===== src/rtl/arb_pkg.sv =====
// Shared types and constants for the 4-requester memory port arbiter.
package arb_pkg;

  localparam int unsigned N_REQ = 4;
  localparam int unsigned SEL_W = 2;

  typedef enum logic {
    IDLE  = 1'b0,
    GRANT = 1'b1
  } arb_state_t;

  function automatic logic [N_REQ-1:0] onehot(input logic [SEL_W-1:0] idx);
    onehot      = '0;
    onehot[idx] = 1'b1;
  endfunction

endpackage


===== src/rtl/mem_port_arbiter_rr_picker.sv =====
// Combinational round-robin winner selection; search starts just after last_winner.
module rr_picker
  import arb_pkg::*;
(
  input  logic [N_REQ-1:0] req,
  input  logic [SEL_W-1:0] last_winner,
  output logic             valid,
  output logic [SEL_W-1:0] idx
);

  logic [SEL_W-1:0] w_cand;

  // k = N_REQ wraps back to last_winner itself, so it is tried last.
  always_comb begin
    valid  = 1'b0;
    idx    = '0;
    w_cand = '0;
    for (int unsigned k = 1; k <= N_REQ; k++) begin
      w_cand = last_winner + SEL_W'(k);
      if (!valid && req[w_cand]) begin
        valid = 1'b1;
        idx   = w_cand;
      end
    end
  end

endmodule


===== src/rtl/mem_port_arbiter.sv =====
// Round-robin arbiter for a shared memory port: IDLE/GRANT FSM, registered grant/select.
// Optional forced release after TIMEOUT_CYCLES grant cycles when ARB_TIMEOUT_EN is defined.
module mem_port_arbiter
  import arb_pkg::*;
#(
  parameter int unsigned TIMEOUT_CYCLES = 255,
  parameter int unsigned TIMEOUT_W      = 8
) (
  input  logic             clk,
  input  logic             rst_n,
  input  logic [N_REQ-1:0] req,
  input  logic             done,
  output logic [N_REQ-1:0] gnt,
  output logic [SEL_W-1:0] sel,
  output logic             busy,
  output logic             timeout
);

  if (64'(TIMEOUT_CYCLES) >= (64'd1 << TIMEOUT_W)) begin : g_cfg_check
    $error("TIMEOUT_CYCLES must be less than 2**TIMEOUT_W");
  end

  arb_state_t       r_state;
  logic [N_REQ-1:0] r_gnt;
  logic [SEL_W-1:0] r_sel;
  logic             r_busy;
  logic [SEL_W-1:0] r_last;

  logic             w_valid;
  logic [SEL_W-1:0] w_idx;
  logic [SEL_W-1:0] w_base;
  logic             w_to_hit;
  logic             w_release;

  // At release the new last_winner is the current sel, so search from it directly.
  assign w_base = (r_state == GRANT) ? r_sel : r_last;

  rr_picker u_picker (
    .req         (req),
    .last_winner (w_base),
    .valid       (w_valid),
    .idx         (w_idx)
  );

`ifdef ARB_TIMEOUT_EN
  logic [TIMEOUT_W-1:0] r_cnt;
  logic                 r_timeout;

  // Counter value c marks the (c+1)th grant cycle; done wins over a coinciding timeout.
  assign w_to_hit = (r_state == GRANT) && !done &&
                    (r_cnt == TIMEOUT_W'(TIMEOUT_CYCLES - 1));
  assign timeout  = r_timeout;

  always_ff @(posedge clk or negedge rst_n) begin
    if (!rst_n) begin
      r_cnt     <= '0;
      r_timeout <= 1'b0;
    end else begin
      r_timeout <= w_to_hit;
      if (r_state == IDLE || w_release) begin
        r_cnt <= '0;
      end else begin
        r_cnt <= r_cnt + TIMEOUT_W'(1);
      end
    end
  end
`else
  assign w_to_hit = 1'b0;
  assign timeout  = 1'b0;
`endif

  assign w_release = (r_state == GRANT) && (done || w_to_hit);

  always_ff @(posedge clk or negedge rst_n) begin
    if (!rst_n) begin
      r_state <= IDLE;
      r_gnt   <= '0;
      r_sel   <= '0;
      r_busy  <= 1'b0;
      r_last  <= '1;
    end else begin
      case (r_state)
        IDLE: begin
          if (w_valid) begin
            r_state <= GRANT;
            r_gnt   <= onehot(w_idx);
            r_sel   <= w_idx;
            r_busy  <= 1'b1;
          end else begin
            r_gnt   <= '0;
            r_busy  <= 1'b0;
          end
        end
        GRANT: begin
          if (w_release) begin
            r_last <= r_sel;
            if (w_valid) begin
              r_gnt <= onehot(w_idx);
              r_sel <= w_idx;
            end else begin
              r_state <= IDLE;
              r_gnt   <= '0;
              r_busy  <= 1'b0;
            end
          end
        end
        default: begin
          r_state <= IDLE;
          r_gnt   <= '0;
          r_busy  <= 1'b0;
        end
      endcase
    end
  end

  assign gnt  = r_gnt;
  assign sel  = r_sel;
  assign busy = r_busy;

endmodule


===== config.mk =====
export PLATFORM = sky130hd
export DESIGN_NAME = mem_port_arbiter
export DESIGN_NICKNAME = d
export VERILOG_FILES = /design/src/rtl/arb_pkg.sv /design/src/rtl/mem_port_arbiter_rr_picker.sv /design/src/rtl/mem_port_arbiter.sv
export SDC_FILE = /design/constraint.sdc
export NUM_CORES = 1
export LEC_CHECK = 0
export ABC_CLOCK_PERIOD_IN_PS = 3900
export CORE_MARGIN = 10
export CORE_UTILIZATION = 30
export DETAILED_ROUTE_END_ITERATION = 10
export DONT_BUFFER_PORTS = 1
export GPL_TIMING_DRIVEN = 0
export SLEW_MARGIN = 10
export SYNTH_ARGS = -nofsm -noshare
export SYNTH_HDL_FRONTEND = slang
export SYNTH_HIERARCHICAL = 1
export SYNTH_SLANG_ARGS = --single-unit

===== constraint.sdc =====
create_clock -name clk -period 3.9 [get_ports clk]
set_input_delay 0.39 -clock clk [delete_from_list [all_inputs] [get_ports clk]]
set_output_delay 0.39 -clock clk [all_outputs]
set_load 0.01 [all_outputs]

Word-level counts from Yosys, hierarchy flattened
Index checks and enable logic that the tools add are counted.
{"block": "word_totals", "reg_bits": 10, "out_inout_bits": 8, "wordCells": 58}
{"block": "op_classes", "addsub": 3, "magnitude_cmp": 6, "eq_ne": 2, "n_mux": 31, "bitwise_logic": 1, "n_reduce_logical": 10}
{"operator": "less-than comparator 2 x 3 -> 1 bit (second input constant)", "count": 5}
{"operator": "2-to-1 mux 2 bit", "count": 7}
{"operator": "2-to-1 mux 1 bit", "count": 13}
{"operator": "binary-select mux 1 bit (select 2 bit)", "count": 4}
{"operator": "2-to-1 mux 4 bit", "count": 2}
{"operator": "case mux 4 bit (2 select lines)", "count": 1}
{"operator": "logical AND 1 bit", "count": 5}
{"operator": "adder 2 bit (second input constant)", "count": 2}
{"operator": "case mux 1 bit (2 select lines)", "count": 2}
{"operator": "case mux 2 bit (2 select lines)", "count": 1}
{"operator": "AND reduction 2 bit", "count": 2}
{"operator": "logical NOT 1 bit", "count": 3}
{"operator": "adder 2 x 1 -> 2 bit (second input constant)", "count": 1}
{"operator": "demux 1 bit (select 2 bit)", "count": 1}
{"operator": ">= comparator 2 x 1 -> 1 bit (second input constant)", "count": 1}
{"operator": "!= test 2 x 1 -> 1 bit (second input constant)", "count": 1}
{"operator": "!= test 2 bit (second input constant)", "count": 1}
{"operator": "NOT 1 bit", "count": 1}

Depth between registers and ports, before layout
Gate-level depths: netlist (run 1).
{"block": "logic_depth", "word_depth": 21, "mapped_depth": 6, "ltp_nobuf": 6}

Cells and area by module
The synthesis (run 1) kept the hierarchy.
{"mod": "mem_port_arbiter", "instances": 1, "cells_each": 33, "area_per_inst_um2": 431.7, "seq_area_each_um2": 252.7}
{"mod": "rr_picker", "instances": 1, "cells_each": 14, "area_per_inst_um2": 91.3, "seq_area_each_um2": 0.0}

Worst setup path before layout (run 1)
OpenSTA, ideal clock, no wires.
{"block": "synth_timing", "path_kind": "flip-flop to flip-flop", "from": "register r_state", "to": "register r_sel[0] (netlist: sel[0])", "setup_ns": 0.125, "arrival_time_ns": 1.470, "required_ns": 3.775, "path_slack_ns": 2.306, "stages_incl_launch_ff": 6, "n_path_buf": 0, "path_cell_list": "dfrtp_1 -> mux2_2 -> nand2b_1 -> a21oi_2 -> o221ai_2 -> mux2_2"}
{"block": "synth_between", "elab_chain_cells": 17, "elab_cells_between_ends": 32}
{"item": "start, declared", "line_no": "mem_port_arbiter.sv:23", "text": "arb_state_t r_state;"}
{"item": "start signal, assigned", "line_no": "mem_port_arbiter.sv:76", "text": "r_state <= IDLE;"}
{"item": "start signal, assigned", "line_no": "mem_port_arbiter.sv:85", "text": "r_state <= GRANT;"}
{"item": "start signal, assigned", "line_no": "mem_port_arbiter.sv:101", "text": "r_state <= IDLE;"}
{"item": "2-to-1 mux 2 bit *", "line_no": "mem_port_arbiter.sv:36", "text": "assign w_base = (r_state == GRANT) ? r_sel : r_last;"}
{"item": "via w_base[1]", "line_no": "mem_port_arbiter.sv:31", "text": "logic [SEL_W-1:0] w_base;"}
{"item": "adder 2 x 1 -> 2 bit", "line_no": "mem_port_arbiter_rr_picker.sv:19", "text": "w_cand = last_winner + SEL_W'(k);"}
{"item": "binary-select mux 1 bit (select 2 bit)", "line_no": "mem_port_arbiter_rr_picker.sv:20", "text": "if (!valid && req[w_cand]) begin"}
{"item": "2-to-1 mux 1 bit (not written as such)", "line_no": "mem_port_arbiter_rr_picker.sv:20"}
{"item": "2-to-1 mux 1 bit", "line_no": "mem_port_arbiter_rr_picker.sv:20"}
{"item": "logical NOT 1 bit", "line_no": "mem_port_arbiter_rr_picker.sv:20"}
{"item": "logical AND 1 bit", "line_no": "mem_port_arbiter_rr_picker.sv:20"}
{"item": "[... 3 more ...]"}
{"item": "2-to-1 mux 1 bit", "line_no": "mem_port_arbiter_rr_picker.sv:20"}
{"item": "logical NOT 1 bit", "line_no": "mem_port_arbiter_rr_picker.sv:20"}
{"item": "logical AND 1 bit", "line_no": "mem_port_arbiter_rr_picker.sv:20"}
{"item": "2-to-1 mux 2 bit *", "line_no": "mem_port_arbiter_rr_picker.sv:20"}
{"item": "via w_idx[0]", "line_no": "mem_port_arbiter.sv:30", "text": "logic [SEL_W-1:0] w_idx;"}
{"item": "2-to-1 mux 2 bit *", "line_no": "mem_port_arbiter.sv:84, mem_port_arbiter.sv:97"}
{"item": "2-to-1 mux 2 bit", "line_no": "mem_port_arbiter.sv:95", "text": "if (w_release) begin"}
{"item": "case mux 2 bit (2 select lines) *", "line_no": "mem_port_arbiter.sv:82", "text": "case (r_state)"}
{"item": "end signal, assigned", "line_no": "mem_port_arbiter.sv:87", "text": "r_sel <= w_idx;"}
{"item": "end signal, assigned", "line_no": "mem_port_arbiter.sv:99", "text": "r_sel <= w_idx;"}
{"item": "end, declared", "line_no": "mem_port_arbiter.sv:25", "text": "logic [SEL_W-1:0] r_sel;"}
Mark *: on every way through the listed nets, which the timed path passes. The rest lies on a longest branch. The select of a mux whose other input is x is not followed.
A chain may end at the register's enable or synchronous reset.

Worst setup path in the final report (run 1)
{"block": "layout_timing", "from": "register r_state", "to": "register r_gnt[3] (netlist: gnt[3])"}
{"block": "layout_between", "elab_chain_cells": 21, "elab_cells_between_ends": 37}
{"item": "2-to-1 mux 2 bit *", "line_no": "mem_port_arbiter.sv:36"}
{"item": "via w_base[1]", "line_no": "mem_port_arbiter.sv:31"}
{"item": "adder 2 x 1 -> 2 bit", "line_no": "mem_port_arbiter_rr_picker.sv:19"}
{"item": "binary-select mux 1 bit (select 2 bit)", "line_no": "mem_port_arbiter_rr_picker.sv:20"}
{"item": "2-to-1 mux 1 bit (not written as such)", "line_no": "mem_port_arbiter_rr_picker.sv:20"}
{"item": "2-to-1 mux 1 bit", "line_no": "mem_port_arbiter_rr_picker.sv:20"}
{"item": "logical NOT 1 bit", "line_no": "mem_port_arbiter_rr_picker.sv:20"}
{"item": "logical AND 1 bit", "line_no": "mem_port_arbiter_rr_picker.sv:20"}
{"item": "[... 7 more ...]"}
{"item": "via w_idx[1]", "line_no": "mem_port_arbiter.sv:30"}
{"item": "less-than comparator 2 x 3 -> 1 bit (not written as such) or >= comparator 2 x 1 -> 1 bit (tied branches)", "line_no": "arb_pkg.sv:14", "text": "onehot[idx] = 1'b1;"}
{"item": "logical AND 1 bit (not written as such)", "line_no": "arb_pkg.sv:14"}
{"item": "2-to-1 mux 1 bit (not written as such)", "line_no": "arb_pkg.sv:14"}
{"item": "demux 1 bit (select 2 bit) *", "line_no": "arb_pkg.sv:14"}
{"item": "2-to-1 mux 4 bit *", "line_no": "mem_port_arbiter.sv:84, mem_port_arbiter.sv:97"}
{"item": "2-to-1 mux 4 bit", "line_no": "mem_port_arbiter.sv:95"}
{"item": "case mux 4 bit (2 select lines) *", "line_no": "mem_port_arbiter.sv:82"}
{"item": "end signal, assigned", "line_no": "mem_port_arbiter.sv:86", "text": "r_gnt <= onehot(w_idx);"}
{"item": "end signal, assigned", "line_no": "mem_port_arbiter.sv:98", "text": "r_gnt <= onehot(w_idx);"}
{"item": "end, declared", "line_no": "mem_port_arbiter.sv:24", "text": "logic [N_REQ-1:0] r_gnt;"}
Marked as above.

==> impl_metrics.ini, run 1 <==
[run_status]
status = finished, final reports clean

[route]
vias = 358
top_layer = met4
wl_met3_um = 87
ant_nets = 0
drc = 0
wl_met2_um = 434
wl_per_cell_um = 15.1
dr.pass1.iters = 4
routed_via_density = 5.19
met1_length_um = 460
drt-total-wl_um = 1040
drtIter0Drc = 7

[flow_run]
maxCapViolCount = 0

[logic_synthesis]
synthFlopType = dfrtp_1
async_flop_share_pct = 100
avgSynthCellArea_um2 = 11.1
synth-seq-area-share_pct = 48.3
synth_nets = 54
synth_seq_cells = 10
syn_inst = 47
yosysMostFrequentCell = dfrtp_1
netlist_top_cells_area = dfrtp_1, mux2_2, dfstp_2
synth_top_area_share_pct = 38.3
synthTopCellsByCount = dfrtp_1, mux2_2, a22o_1, nand2_1
yosys_warnings = 6
synth_cell_types = 22
synth-edff-count = 0
synth_area_um2 = 523
synth_largest_area_cell = dfrtp_1

[final_layout]
utilization_pct = 34.4
drive_above_1_share_pct = 32.7
antenna-diode-count = 0
syn_to_final_growth_pct = 11.0
nets = 60
fillers = 178

[worst_setup_path]
path_cells = mux2_2 -> a21oi_1 -> a31oi_1 -> a21oi_1 -> and3_4 -> a22o_1
critPathArrivalTime_ps = 1920
cp_common_cell = a21oi_1
rrSetupSlack_ps = 2190
worst-path-max-fanout = 6
worstPathRequired_ps = 4110
slowest_stage = dfrtp_1
cpPeakStageDelay_ps = 440
crit_path_end_kind = flop
cp-start-kind = flop
worst-setup-path-type = reg -> reg

[floorplanning]
initial_core_util_pct = 31.0
die_w_um = 61.8
dieHeight_um = 61.8
rows = 15
ios = 15
core_um2 = 1690
die-area_um2 = 3810

[power]
power_density_nw_per_um2 = 537
p_leak_nw = 0.268
vdd_drop_max_uv = 140

[grt]
grt_pass1_vias = 388
grt_max_degree = 11
grt_usage_pct = 6.37
grt_antenna_before_repair = 0
grt.overflow.total = 0
grt_pass1_wl_um = 1680

[placed_design]
dp_slack_ps = 2190
dp_hpwl_um = 810
gp_congestion = 0.722
portBuffers = 0

[timing]
setup_viol = 0
drv_slew = 0
fin_crit_sh_pct = 43.9
timing.final.ws_setup_ps = 2190
skew_ps = 1.20
period_minus_slack_ps = 1710
tns_ps = 0
hold_viol = 0
rsz0062_at_grt = no
max_freq_mhz = 584

[clock_tree]
clockBufferDepth = 2
clock-root-buffer = clkbuf_4
cts_made_buffers = 3
clock_latency_ps = 270
postCtsSetupRepairBufs = 0
cts_tree = done
clk_transition_reported_paths_ps = 60
cts_sinks = 10
htreeDepth = 1

[worst_hold_path]
hold_class = in -> reg
-- kinds of logic after synthesis --
group / count (synthesis) / synth area share, %
AOI/OAI and AO/OA: 11 / 16.7
and+or+nand+nor: 15 / 17.9
other: 1 / 0.717
DFF: 10 / 48.3
muxes: 6 / 12.7
buffers and inverters: 4 / 3.59
-- path summary, 6_finish.rpt --
| path | start | endpoint | cells past startpoint |
|---|---|---|---|
| min reg2reg | gnt[2] | gnt[2] | 1 |
| min in group asynchronous | rst_n | r_state | 1 |
| max reg2reg | r_state | gnt[3] | 6 |
| max | r_state | gnt[3] | 6 |
| min | done | r_state | 2 |
| max in group asynchronous | rst_n | r_last[0] | 1 |
-- critical path, delay by kind of cell, from the launching register on --
family,cells,cell delay [ps]
AOI/OAI and AO/OA,4,560
DFF,1,440
muxes,1,410
and+or+nand+nor,1,240
-- timing repair --
| action | CTS | global route |
|---|---|---|
| gates resized for setup | 0 | 0 |
| hold buffers | 1 | 0 |
| hold endpoints to repair | 10 | 0 |
-- per-layer routing --
metal  global-route usage (%)  up-vias
met5                        0        -
met2                     8.64       14
met1                     6.71      166
met3                     2.03        5
met4                     8.60        0
li1                         -      173
-- layout by cell type, fill, tap and decap left out, types with 2 or more instances in the layout --
cell type | synthesis | layout
dfrtp_1 | 8 | 8
mux2_2 | 5 | 5
nand2_1 | 4 | 4
a22o_1 | 4 | 4
inv_1 | 3 | 3
a21oi_1 | 3 | 3
clkbuf_4 | 0 | 3
nand2b_1 | 3 | 3
dfstp_2 | 2 | 2
nor2_1 | 2 | 2
-- per-stage QoR --
stage | cells | power, mW | hold WS [ps] | area (µm²)
after floorplan | 47 | 0.220 | 94.4 | 523
after global placement | 64 | 0.235 | 94.8 | 544
after detailed placement | 64 | 0.237 | 94.8 | 544
after CTS | 69 | 0.316 | 335 | 581
after global routing | 69 | 0.334 | 355 | 581
final | 69 | 0.312 | 341 | 581
-- power breakdown --
part	switching (mW)	internal, mW
clock	0.0358	0.0396
sequential	0.0279	0.134
combinational	0.0345	0.0400
total	0.0982	0.214
-- flip-flops by register name (all words and copies together) (netlist names) --
signal	count
busy	1
r_state	1
r_last	2
sel	2
gnt	4
-- cell type report --
| class | count | area, µm² | area share [%] |
|---|---|---|---|
| Sequential cell | 10 | 253 | 43.5 |
| Multi-Input combinational cell | 33 | 251 | 43.3 |
| Clock buffer | 4 | 26.3 | 4.53 |
| Tap cell | 17 | 21.3 | 3.66 |
| Inverter | 3 | 11.3 | 1.94 |
| Timing Repair Buffer | 1 | 10.0 | 1.72 |
| Buffer | 1 | 7.51 | 1.29 |
Power figures use the tool's default switching activity.
==> run 2, diff against run 1 <==
--- a/config.mk
+++ b/config.mk
@@ -5,7 +5,7 @@
 export SDC_FILE = /design/constraint.sdc
 export NUM_CORES = 1
 export LEC_CHECK = 0
-export ABC_CLOCK_PERIOD_IN_PS = 3900
+export ABC_CLOCK_PERIOD_IN_PS = 1730
 export CORE_MARGIN = 10
 export CORE_UTILIZATION = 30
 export DETAILED_ROUTE_END_ITERATION = 10
==> constraint.sdc (replaced) <==
create_clock -name clk -period 1.73 [get_ports clk]
set_input_delay 0.173 -clock clk [delete_from_list [all_inputs] [get_ports clk]]
set_output_delay 0.173 -clock clk [all_outputs]
set_load 0.01 [all_outputs]
==> impl_metrics.ini, run 2 (synthesis results as in run 1) <==
[floorplanning]
die-area_um2 = 3810
initial_core_util_pct = 31.0
rows = 15
dieHeight_um = 61.8
ios = 15
core_um2 = 1690
die_w_um = 61.8

[timing]
tns_ps = 0
drv_slew = 0
hold_viol = 0
period_minus_slack_ps = 1640
skew_ps = 0.638
setup_viol = 0
fin_crit_sh_pct = 94.7
max_freq_mhz = 610

[final_layout]
largest_register_ffs = 4
drive_above_1_share_pct = 38.9
syn_to_final_growth_pct = 15.6
fillers = 176
nets = 62
stdcell_count = 71
layout_common_cells = dfrtp_1, mux2_2, nand2_1, a22o_1
antenna-diode-count = 0
layout_commonest_cell = dfrtp_1

[route]
drtIter0Drc = 10
top_layer = met4
wl_per_cell_um = 15.2
ant_nets = 0
vias = 374
met1_length_um = 459
wl_met2_um = 468
routed_via_density = 5.27
dr.pass1.iters = 4
drt-total-wl_um = 1080
wl_met3_um = 95
drc = 0

[grt]
grt_pass1_vias = 388
grt_antenna_before_repair = 0
grt.overflow.total = 0
grt_pass1_wl_um = 1680
grt_max_degree = 11
grt_usage_pct = 6.37

[worst_setup_path]
cp-start-kind = flop
path_cells = mux2_4 -> nand2b_1 -> a21oi_2 -> o221ai_2 -> mux2_2
crit_path_end_kind = flop
worst-setup-path-type = reg -> reg
rrSetupSlack_ps = 90
r2r_start = r_state
reg2reg_depth = 5
r2r-end = sel[0]
critPathArrivalTime_ps = 1790
crit_buf_inv = 0
slowest_stage = dfrtp_2
worstPathRequired_ps = 1880
crit_start = r_state
cpPeakStageDelay_ps = 440
crit_family = multiplexers
worst-path-max-fanout = 6

[clock_tree]
clock_latency_ps = 260
cts_sinks = 10
clock-root-buffer = clkbuf_4
cts_tree = done
clk_transition_reported_paths_ps = 60
htreeDepth = 1
clockBufferDepth = 2
cts_made_buffers = 3

[placed_design]
dp_hpwl_um = 810
gp_congestion = 0.722
portBuffers = 0
dp_cells = 64

[worst_hold_path]
hold_end = r_state
hold_path_depth = 2
hold_class = in -> reg
hold_path.startpoint = done

[power]
p_leak_nw = 0.281
vdd_drop_max_uv = 319
power_density_nw_per_um2 = 1180
total_power_uw = 712

[flow_run]
maxCapViolCount = 0

[run_status]
status = finished, final reports clean
-- run 2: changes by cell type in the layout (fill, tap and decap cells not counted), sizes merged --
cell	change
buf	+2
-- run 2: worst max-delay path by stage --
stage | to | slack, ps | depth (start not counted)
floorplan | sel[0] | 140 | 5
global placement | sel[0] | 10 | 5
detailed placement | sel[0] | 20 | 5
CTS | sel[0] | 6 | 5
global route | gnt[3] | -0.3 | 7
finish | sel[0] | 90 | 5
-- run 2: report_power, final --
| part | internal [mW] | switching, mW | leakage, nW |
|---|---|---|---|
| Combinational | 0.0965 | 0.0813 | 0.149 |
| Clock | 0.0893 | 0.0790 | 0.0150 |
| Sequential | 0.302 | 0.0636 | 0.117 |
| Total | 0.488 | 0.224 | 0.281 |
-- run 2: what timing repair did --
item	4_1_cts	5_1_grt
endpoints found under the setup margin	0	6
resized for setup	0	3
hold buffers	1	0
setup buffers	0	2
endpoints found under the hold margin	10	0
-- run 2: routing by layer --
| layer | up-vias | global-route usage, % |
|---|---|---|
| met2 | 15 | 8.64 |
| met5 | - | 0 |
| met1 | 178 | 6.71 |
| li1 | 177 | - |
| met4 | 0 | 8.60 |
| met3 | 4 | 2.03 |
-- run 2: cell type report --
| cell class | count | area [µm²] | area share (%) |
|---|---|---|---|
| Timing Repair Buffer | 3 | 25.0 | 4.14 |
| Clock buffer | 4 | 26.3 | 4.35 |
| Tap cell | 17 | 21.3 | 3.52 |
| Sequential cell | 10 | 254 | 42.0 |
| Multi-Input combinational cell | 33 | 259 | 42.9 |
| Buffer | 1 | 7.51 | 1.24 |
| Inverter | 3 | 11.3 | 1.86 |
-- run 2: stage by stage --
stage / setup WS, ps / hold slack, ps / instance area (µm²) / utilization, %
floorplan: 136 / -123 / 523 / -
global placement: 14.4 / -122 / 544 / 32.2
detailed placement: 15.6 / -122 / 544 / 32.2
CTS: 6.38 / 118 / 581 / 34.4
global route: -0.285 / 135 / 604 / 35.8
finish: 91.3 / 124 / 604 / 35.8
-- run 2: worst reg2reg max path, cell delays in order, from the launching register on --
cell and delay, ps:
dfrtp_2 440, mux2_4 340, nand2b_1 170, a21oi_2 150, o221ai_2 150, mux2_2 280
